==> src/rtl/stack_ptr_unit_if.sv <==
// stack_ptr_unit_if
// Request/response and data-memory bus of the stack-pointer controller.
//   push, pop, data_in  : requester -> unit (push/pop sampled only in IDLE)
//   mem_rdata           : memory -> unit (valid the cycle after mem_re)
//   mem_addr, mem_wdata,
//   mem_we, mem_re      : unit -> single-port synchronous data memory
//   pop_data, sp, busy,
//   done, err           : unit -> requester status
// Modports: master = requester/memory side, slave = stack_ptr_unit.
interface stack_ptr_unit_if;
  logic       push;
  logic       pop;
  logic [7:0] data_in;
  logic [7:0] mem_rdata;
  logic [7:0] mem_addr;
  logic [7:0] mem_wdata;
  logic       mem_we;
  logic       mem_re;
  logic [7:0] pop_data;
  logic [7:0] sp;
  logic       busy;
  logic       done;
  logic       err;

  modport master (
    output push, pop, data_in, mem_rdata,
    input  mem_addr, mem_wdata, mem_we, mem_re, pop_data, sp, busy, done, err
  );

  modport slave (
    input  push, pop, data_in, mem_rdata,
    output mem_addr, mem_wdata, mem_we, mem_re, pop_data, sp, busy, done, err
  );
endinterface

==> src/rtl/stack_ptr_unit.sv <==
// stack_ptr_unit
// Descending 8-bit stack-pointer controller running PUSH (pre-decrement,
// memory write) and POP (memory read, post-increment) transactions against
// a single-port synchronous data memory.
// Parameters:
//   RESET_SP : pointer after reset, also the empty-stack value
//   SP_MIN   : lowest legal pointer; stack full when sp == SP_MIN
// Ports:
//   clock : rising-edge clock
//   reset : synchronous active-high reset
//   bus   : stack_ptr_unit_if.slave (requests, memory bus, status)
module stack_ptr_unit #(
  parameter logic [7:0] RESET_SP = 8'hFF,
  parameter logic [7:0] SP_MIN   = 8'h80
) (
  input  logic                  clock,
  input  logic                  reset,
  stack_ptr_unit_if.slave       bus
);

  localparam logic [1:0] IDLE    = 2'd0;
  localparam logic [1:0] PUSH_WR = 2'd1;
  localparam logic [1:0] POP_RD  = 2'd2;
  localparam logic [1:0] POP_CAP = 2'd3;

  logic [1:0] state;
  logic [7:0] sp_q;
  logic [7:0] data_q;
  logic [7:0] pop_data_q;
  logic       done_q;
  logic       err_q;

  logic       is_full;
  logic       is_empty;

  assign is_full  = (sp_q == SP_MIN);
  assign is_empty = (sp_q == RESET_SP);

  always_ff @(posedge clock) begin
    if (reset) begin
      state      <= IDLE;
      sp_q       <= RESET_SP;
      data_q     <= '0;
      pop_data_q <= '0;
      done_q     <= 1'b0;
      err_q      <= 1'b0;
    end else begin
      // done/err are single-cycle pulses; only the branches below raise them
      done_q <= 1'b0;
      err_q  <= 1'b0;
      case (state)
        IDLE: begin
          // push outranks pop; a simultaneous pop is dropped silently
          if (bus.push) begin
            if (is_full) begin
              err_q <= 1'b1;
            end else begin
              data_q <= bus.data_in;
              state  <= PUSH_WR;
            end
          end else if (bus.pop) begin
            if (is_empty) begin
              err_q <= 1'b1;
            end else begin
              state <= POP_RD;
            end
          end
        end
        PUSH_WR: begin
          sp_q   <= sp_q - 8'd1;
          done_q <= 1'b1;
          state  <= IDLE;
        end
        POP_RD: begin
          state <= POP_CAP;
        end
        POP_CAP: begin
          // read data for the POP_RD address arrives this cycle
          pop_data_q <= bus.mem_rdata;
          sp_q       <= sp_q + 8'd1;
          done_q     <= 1'b1;
          state      <= IDLE;
        end
        default: begin
          state <= IDLE;
        end
      endcase
    end
  end

  always_comb begin
    bus.mem_we    = 1'b0;
    bus.mem_re    = 1'b0;
    bus.mem_addr  = sp_q;
    bus.mem_wdata = '0;
    case (state)
      PUSH_WR: begin
        bus.mem_we    = 1'b1;
        bus.mem_addr  = sp_q - 8'd1;
        bus.mem_wdata = data_q;
      end
      POP_RD: begin
        bus.mem_re = 1'b1;
      end
      default: ;
    endcase
  end

  assign bus.sp       = sp_q;
  assign bus.pop_data = pop_data_q;
  assign bus.busy     = (state != IDLE);
  assign bus.done     = done_q;
  assign bus.err      = err_q;

endmodule

==> src/flat_wrapper.sv <==
// flat-port wrapper written by rule: the top's interface ports become plain ports
module stack_ptr_unit_flat 
#(
  parameter logic [7:0] RESET_SP = 8'hFF,
  parameter logic [7:0] SP_MIN   = 8'h80
)
  (clock, reset, bus_push, bus_pop, bus_data_in, bus_mem_rdata, bus_mem_addr, bus_mem_wdata, bus_mem_we, bus_mem_re, bus_pop_data, bus_sp, bus_busy, bus_done, bus_err);
  stack_ptr_unit_if bus_i ();
  input  logic clock;
  input  logic reset;
  input wire logic [$bits(bus_i.push)-1:0] bus_push;
  input wire logic [$bits(bus_i.pop)-1:0] bus_pop;
  input wire logic [$bits(bus_i.data_in)-1:0] bus_data_in;
  input wire logic [$bits(bus_i.mem_rdata)-1:0] bus_mem_rdata;
  output wire logic [$bits(bus_i.mem_addr)-1:0] bus_mem_addr;
  output wire logic [$bits(bus_i.mem_wdata)-1:0] bus_mem_wdata;
  output wire logic [$bits(bus_i.mem_we)-1:0] bus_mem_we;
  output wire logic [$bits(bus_i.mem_re)-1:0] bus_mem_re;
  output wire logic [$bits(bus_i.pop_data)-1:0] bus_pop_data;
  output wire logic [$bits(bus_i.sp)-1:0] bus_sp;
  output wire logic [$bits(bus_i.busy)-1:0] bus_busy;
  output wire logic [$bits(bus_i.done)-1:0] bus_done;
  output wire logic [$bits(bus_i.err)-1:0] bus_err;
  assign bus_i.push = bus_push;
  assign bus_i.pop = bus_pop;
  assign bus_i.data_in = bus_data_in;
  assign bus_i.mem_rdata = bus_mem_rdata;
  assign bus_mem_addr = bus_i.mem_addr;
  assign bus_mem_wdata = bus_i.mem_wdata;
  assign bus_mem_we = bus_i.mem_we;
  assign bus_mem_re = bus_i.mem_re;
  assign bus_pop_data = bus_i.pop_data;
  assign bus_sp = bus_i.sp;
  assign bus_busy = bus_i.busy;
  assign bus_done = bus_i.done;
  assign bus_err = bus_i.err;
  stack_ptr_unit #(.RESET_SP(RESET_SP), .SP_MIN(SP_MIN)) u_core (.clock(clock), .reset(reset), .bus(bus_i));
endmodule
==> config.mk <==
export PLATFORM = sky130hd
export DESIGN_NAME = stack_ptr_unit_flat
export DESIGN_NICKNAME = d
export VERILOG_FILES = /design/src/rtl/stack_ptr_unit_if.sv /design/src/rtl/stack_ptr_unit.sv /design/src/flat_wrapper.sv
export SDC_FILE = /design/constraint.sdc
export NUM_CORES = 1
export LEC_CHECK = 0
export CAP_MARGIN = 40
export CORE_MARGIN = 8
export CORE_UTILIZATION = 43
export DETAILED_ROUTE_END_ITERATION = 8
export PLACE_DENSITY = 0.89
export SYNTH_ARGS = -nofsm -noshare
export SYNTH_HDL_FRONTEND = slang
export SYNTH_SLANG_ARGS = --single-unit
==> constraint.sdc <==
create_clock -name clock -period 2.3 [get_ports clock]
set_input_delay 0.46 -clock clock [delete_from_list [all_inputs] [get_ports clock]]
set_output_delay 0.46 -clock clock [all_outputs]
set_load 0.02 [all_outputs]
Word level (Yosys, flattened, before mapping)
Cells that the tools add are included.
{"block": "word_totals", "mem_bits_rw": 0, "in_bits": 20, "output_inout_bits": 37, "reg_bits": 28, "latchBits": 0, "rom_bits": 0, "mem_count": 0}
{"block": "op_classes", "eq_ne": 8, "reduce_logical": 7, "n_shift": 0, "addsub": 2, "n_lt_le_gt_ge": 0, "div_mod_pow": 0, "bitwise_logic": 2, "n_mul": 0, "muxes": 15}
{"op": "8-bit == test (second input constant)", "n": 2}
{"op": "8-bit 2-to-1 mux", "n": 2}
{"op": "8-bit one-hot mux with 2 select lines", "n": 1}
{"op": "3-bit != test (second input constant)", "n": 3}
{"op": "8-bit by 1-bit adder with 8-bit output (second input constant)", "n": 1}
{"op": "2-bit 2-to-1 mux", "n": 4}
{"op": "8-bit by 1-bit subtractor with 8-bit output (second input constant)", "n": 1}
{"op": "1-bit 2-to-1 mux", "n": 7}
{"op": "2-bit one-hot mux with 3 select lines", "n": 1}
{"op": "3-bit AND reduction", "n": 2}
{"op": "2-bit == test (second input constant)", "n": 2}
{"op": "2-bit nonzero test", "n": 2}
{"op": "2-bit OR reduction", "n": 2}
{"op": "2-bit by 1-bit == test with 1-bit output (second input constant)", "n": 1}
{"op": "2-bit logical NOT", "n": 1}
{"op": "1-bit inverter", "n": 2}

Depth between registers and ports, before layout
{"block": "logic_depth", "ltp_word": 5, "mapped_depth": 7}

Worst setup path before layout
Ideal clock, no wire load.
{"block": "synth_path", "path_kind": "flip-flop to output port", "from": "reg u_core.sp_q[0] (netlist: u_core.bus.sp[0])", "to": "out bus_mem_addr[6]", "t_arrival_ns": 1.732, "stages_incl_launch_ff": 8, "t_required_ns": 1.840, "slack_ns": 0.108, "cell_sequence": "dfxtp_1 -> clkbuf_1 -> inv_1 -> ha_1 -> nand3b_1 -> nor3_1 -> nand2_1 -> xnor2_1"}
{"block": "synth_via", "elab_chain_len": 2}
{"element": "start, declared", "line_no": "stack_ptr_unit.sv:27", "rtl": "logic [7:0] sp_q;"}
{"element": "start signal, assigned", "line_no": "stack_ptr_unit.sv:70", "rtl": "sp_q <= sp_q - 8'd1;"}
{"element": "start signal, assigned", "line_no": "stack_ptr_unit.sv:80", "rtl": "sp_q <= sp_q + 8'd1;"}
{"element": "8-bit by 1-bit subtractor with 8-bit output", "line_no": "stack_ptr_unit.sv:99", "rtl": "bus.mem_addr = sp_q - 8'd1;"}
{"element": "8-bit 2-to-1 mux", "line_no": "stack_ptr_unit.sv:96", "rtl": "case (state)"}
{"element": "end, declared", "line_no": "flat_wrapper.sv:15", "rtl": "output wire logic [$bits(bus_i.mem_addr)-1:0] bus_mem_addr;"}
No other way between the ends.

Final worst setup path
{"block": "layout_path", "from": "reg u_core.state[1]", "to": "out bus_busy"}
{"block": "layout_via", "elab_chain_len": 1}
{"element": "start, declared", "line_no": "stack_ptr_unit.sv:26", "rtl": "logic [1:0] state;"}
{"element": "start signal, assigned", "line_no": "stack_ptr_unit.sv:41", "rtl": "state <= IDLE;"}
{"element": "start signal, assigned", "line_no": "stack_ptr_unit.sv:59", "rtl": "state <= PUSH_WR;"}
{"element": "start signal, assigned", "line_no": "stack_ptr_unit.sv:65", "rtl": "state <= POP_RD;"}
{"element": "2-bit nonzero test", "line_no": "stack_ptr_unit.sv:111", "rtl": "assign bus.busy = (state != IDLE);"}
{"element": "end, declared", "line_no": "flat_wrapper.sv:21", "rtl": "output wire logic [$bits(bus_i.busy)-1:0] bus_busy;"}
No other way between the ends.

==> metrics.txt <==
WP buf/inv 3; NumNets Final between 200 and 300; Sw Share around a quarter; pin count of the biggest net entering global routing 24; count of final hold-check violations 0; Root Buffer clkbuf_4; total track usage between 10 and 15%; critical path required time ~1800 ps; initial antenna violation count 0; leading cell types by total area after synthesis dfxtp_1 39%, mux2i_1 7.7%, nand2_1 7.4%, a21oi_1 4.6%, xnor2_1 4.3%; Fin Setup TNS 0 ps; grt ovf 0; CTS clk-pin slew, worst paths approximately 150 ps; mapped cell area roughly 0.0014 sq mm; # rows 21; first-pass GRT wire length roughly 6400 um; Distinct cells, synth 33; final cycle utilization of the critical path 95.5%; main flop type after synthesis dfxtp_1; Pre-Repair DR Iteration Count 4; final wirelength approximately 4000 um; DRC viols 0; pwr dens just over 500 mW/mm^2; Final Slew Violations 0; Die ar. ~0.0054 sq mm; number of synthesized flops with an enable pin 0; CP Max Fanout 10; Die Wd roughly 74 um; Iteration-0 DRC Markers 69; CP startpoint kind register; layout cells sized above 1 roughly 15%; Final min period about 2200 ps; final worst clock skew approximately 3.3 ps; Die Height 73.6 um; dpl ws ~27 ps; drt wl/cell approximately 14 um; Hold WC Path Type reg2reg; Internal 800 uW; largest stage delay on the critical path about 600 ps; sequential area share after synthesis between 30% and 40%; YS warnings 0; synthesized area per cell roughly 8.4 sq um; Area growth, synth to finish 50.0%; Synth area leader dfxtp_1; Final setup viols 0; # diodes 0; worst setup margin roughly 100 ps; post-CTS setup repair buffer count 0; dpl hpwl roughly 3000 um; CORE AREA between 0.003 and 0.004 sq mm; Worst Max-Slew Pin Slew approximately 330 ps; outcome finished, final reports clean; Fmax around 460 MHz; Synth top area share between 30% and 40%; Synth Net Count 193; clock buffer depth 2; H-Tree Level Count 1; Placer Congestion just under 0.9; Comb power frac a little over a fifth; critical path endpoint category output pin; part of the power in registers between 40% and 50%; Psw 277 uW; CTS Buf Count 3; IO Pins 57; Pleak ~0.00092 uW; CP top delay family buffers and inverters; fin area about 0.0021 sq mm; clk sink count 28; CP arrival approximately 1700 ps; clock share of power ~30%; Post-DP Area roughly 0.0021 sq mm; slowest cell on the critical path clkdlybuf4s50_1; Crit Path Category reg2out; Via density 4.95; cells along the critical path buf_4 > nor2_2 > inv_1 > clkdlybuf4s50_1; initial core utilization between 40% and 50%; Synth Register Bits 28; RSZ-0062 raised after global routing no; Syn Inst Count 170; VDD IR max 0.328 mV; Max Cap Violations 0; # port buffers 56; CTS tree done; vias in the first global route about 1400; Power, Total around 1100 uW; DRT antenna net count 0; most frequent cells in the layout 40 x clkdlybuf4s50_1, 28 x nand2_1, 27 x dfxtp_1, 17 x buf_4, 15 x nor2_1; Slew HR 77.6%; clk_lat worst skew ~320 ps; DR vias 1391; most common cell after layout, fill and taps aside clkdlybuf4s50_1; Post-synth ARST share 0%
==> worst register-to-register path, delay by kind of cell (launching register included) <==
kind            cells  cell delay [ps]
compound gates      1              260
buf+inv             2              420
flops               1              400
mux                 1              220
simple gates        2              610
==> cell families (layout without fill, tap and decap cells) <==
family,Yosys count,after routing,share of synthesized area (%)
and+or+nand+nor,79,79,28.0
DFF,28,28,39.3
AOI/OAI and AO/OA,21,21,9.73
buffers and inverters,16,81,5.08
muxes,12,12,8.50
xor gates and xnor gates,11,11,6.75
adders and majority gates,3,3,2.63
==> repair_timing <==
action	in CTS	in global routing
gates resized for setup	25	9
cloned	0	0
hold buffers	0	0
setup endpoints to repair	16	7
==> state kept, by name (all words and copies together), names as in the netlist <==
| name | flops |
|---|---|
| u_core.bus.pop_data | 8 |
| u_core.bus.err | 1 |
| u_core.bus.sp | 8 |
| u_core.data_q | 8 |
| u_core.bus.done | 1 |
| u_core.state | 2 |
==> metrics by stage <==
step / utilization [%] / std cells / hold slack [ps]
5_1_grt: 65.7 / 281 / 488
6_report: 65.7 / 281 / 464
3_5_place_dp: 64.9 / 277 / 447
4_1_cts: 66.4 / 281 / 467
3_3_place_gp: 64.9 / 277 / 442
2_1_floorplan: - / 170 / 455
==> layout make-up <==
cell class,instances,area [sq um]
repair buffers,73,649
clock inverters,1,30.0
flip-flops and latches,28,562
clock buffers,3,22.5
inverters,4,15.0
multi-input cells,126,805
well taps,46,57.6
fillers,300,1120
==> Yosys cell counts (all sizes together), types with 2 or more instances <==
cell type and n:
dfxtp 28, and4 2, mux2i 11, nor4 3, a32oi 2, or3 2
inv 4, ha 3, clkbuf 9, xor2 4, nor2 16, nand2 28
a21oi 13, xnor2 7, nor3 6, buf 3, and2 9, nor2b 7
o21ai 3, nor4b 2
==> power by group through the flow <==
stage | combinational [uW] | sequential, uW | clock [uW]
finish | 236 | 517 | 324
global route | 258 | 519 | 346
CTS | 238 | 516 | 328
detailed placement | 243 | 527 | 0
global placement | 239 | 525 | 0
floorplan | 117 | 536 | 0
==> worst paths after layout <==
path | startpoint | endpoint | slack (ps) | depth (start not counted)
max | u_core.state[1] | bus_busy | 100 | 4
min | u_core.bus.pop_data[1] | u_core.bus.pop_data[1] | 460 | 2
max reg2reg | u_core.bus.sp[3] | u_core.data_q[5] | 300 | 6
min reg2reg | u_core.bus.pop_data[1] | u_core.bus.pop_data[1] | 460 | 2
==> metal layers <==
metal / global-route usage (%) / share of wire [%] / vias up
met5: 0 / 0 / -
met4: 4.21 / 0.78 / 0
met3: 3.82 / 6.9 / 4
met2: 25.9 / 52 / 39
met1: 17.1 / 40 / 647
li1: - / - / 701
Note: power is estimated with default switching activity, not from simulation.
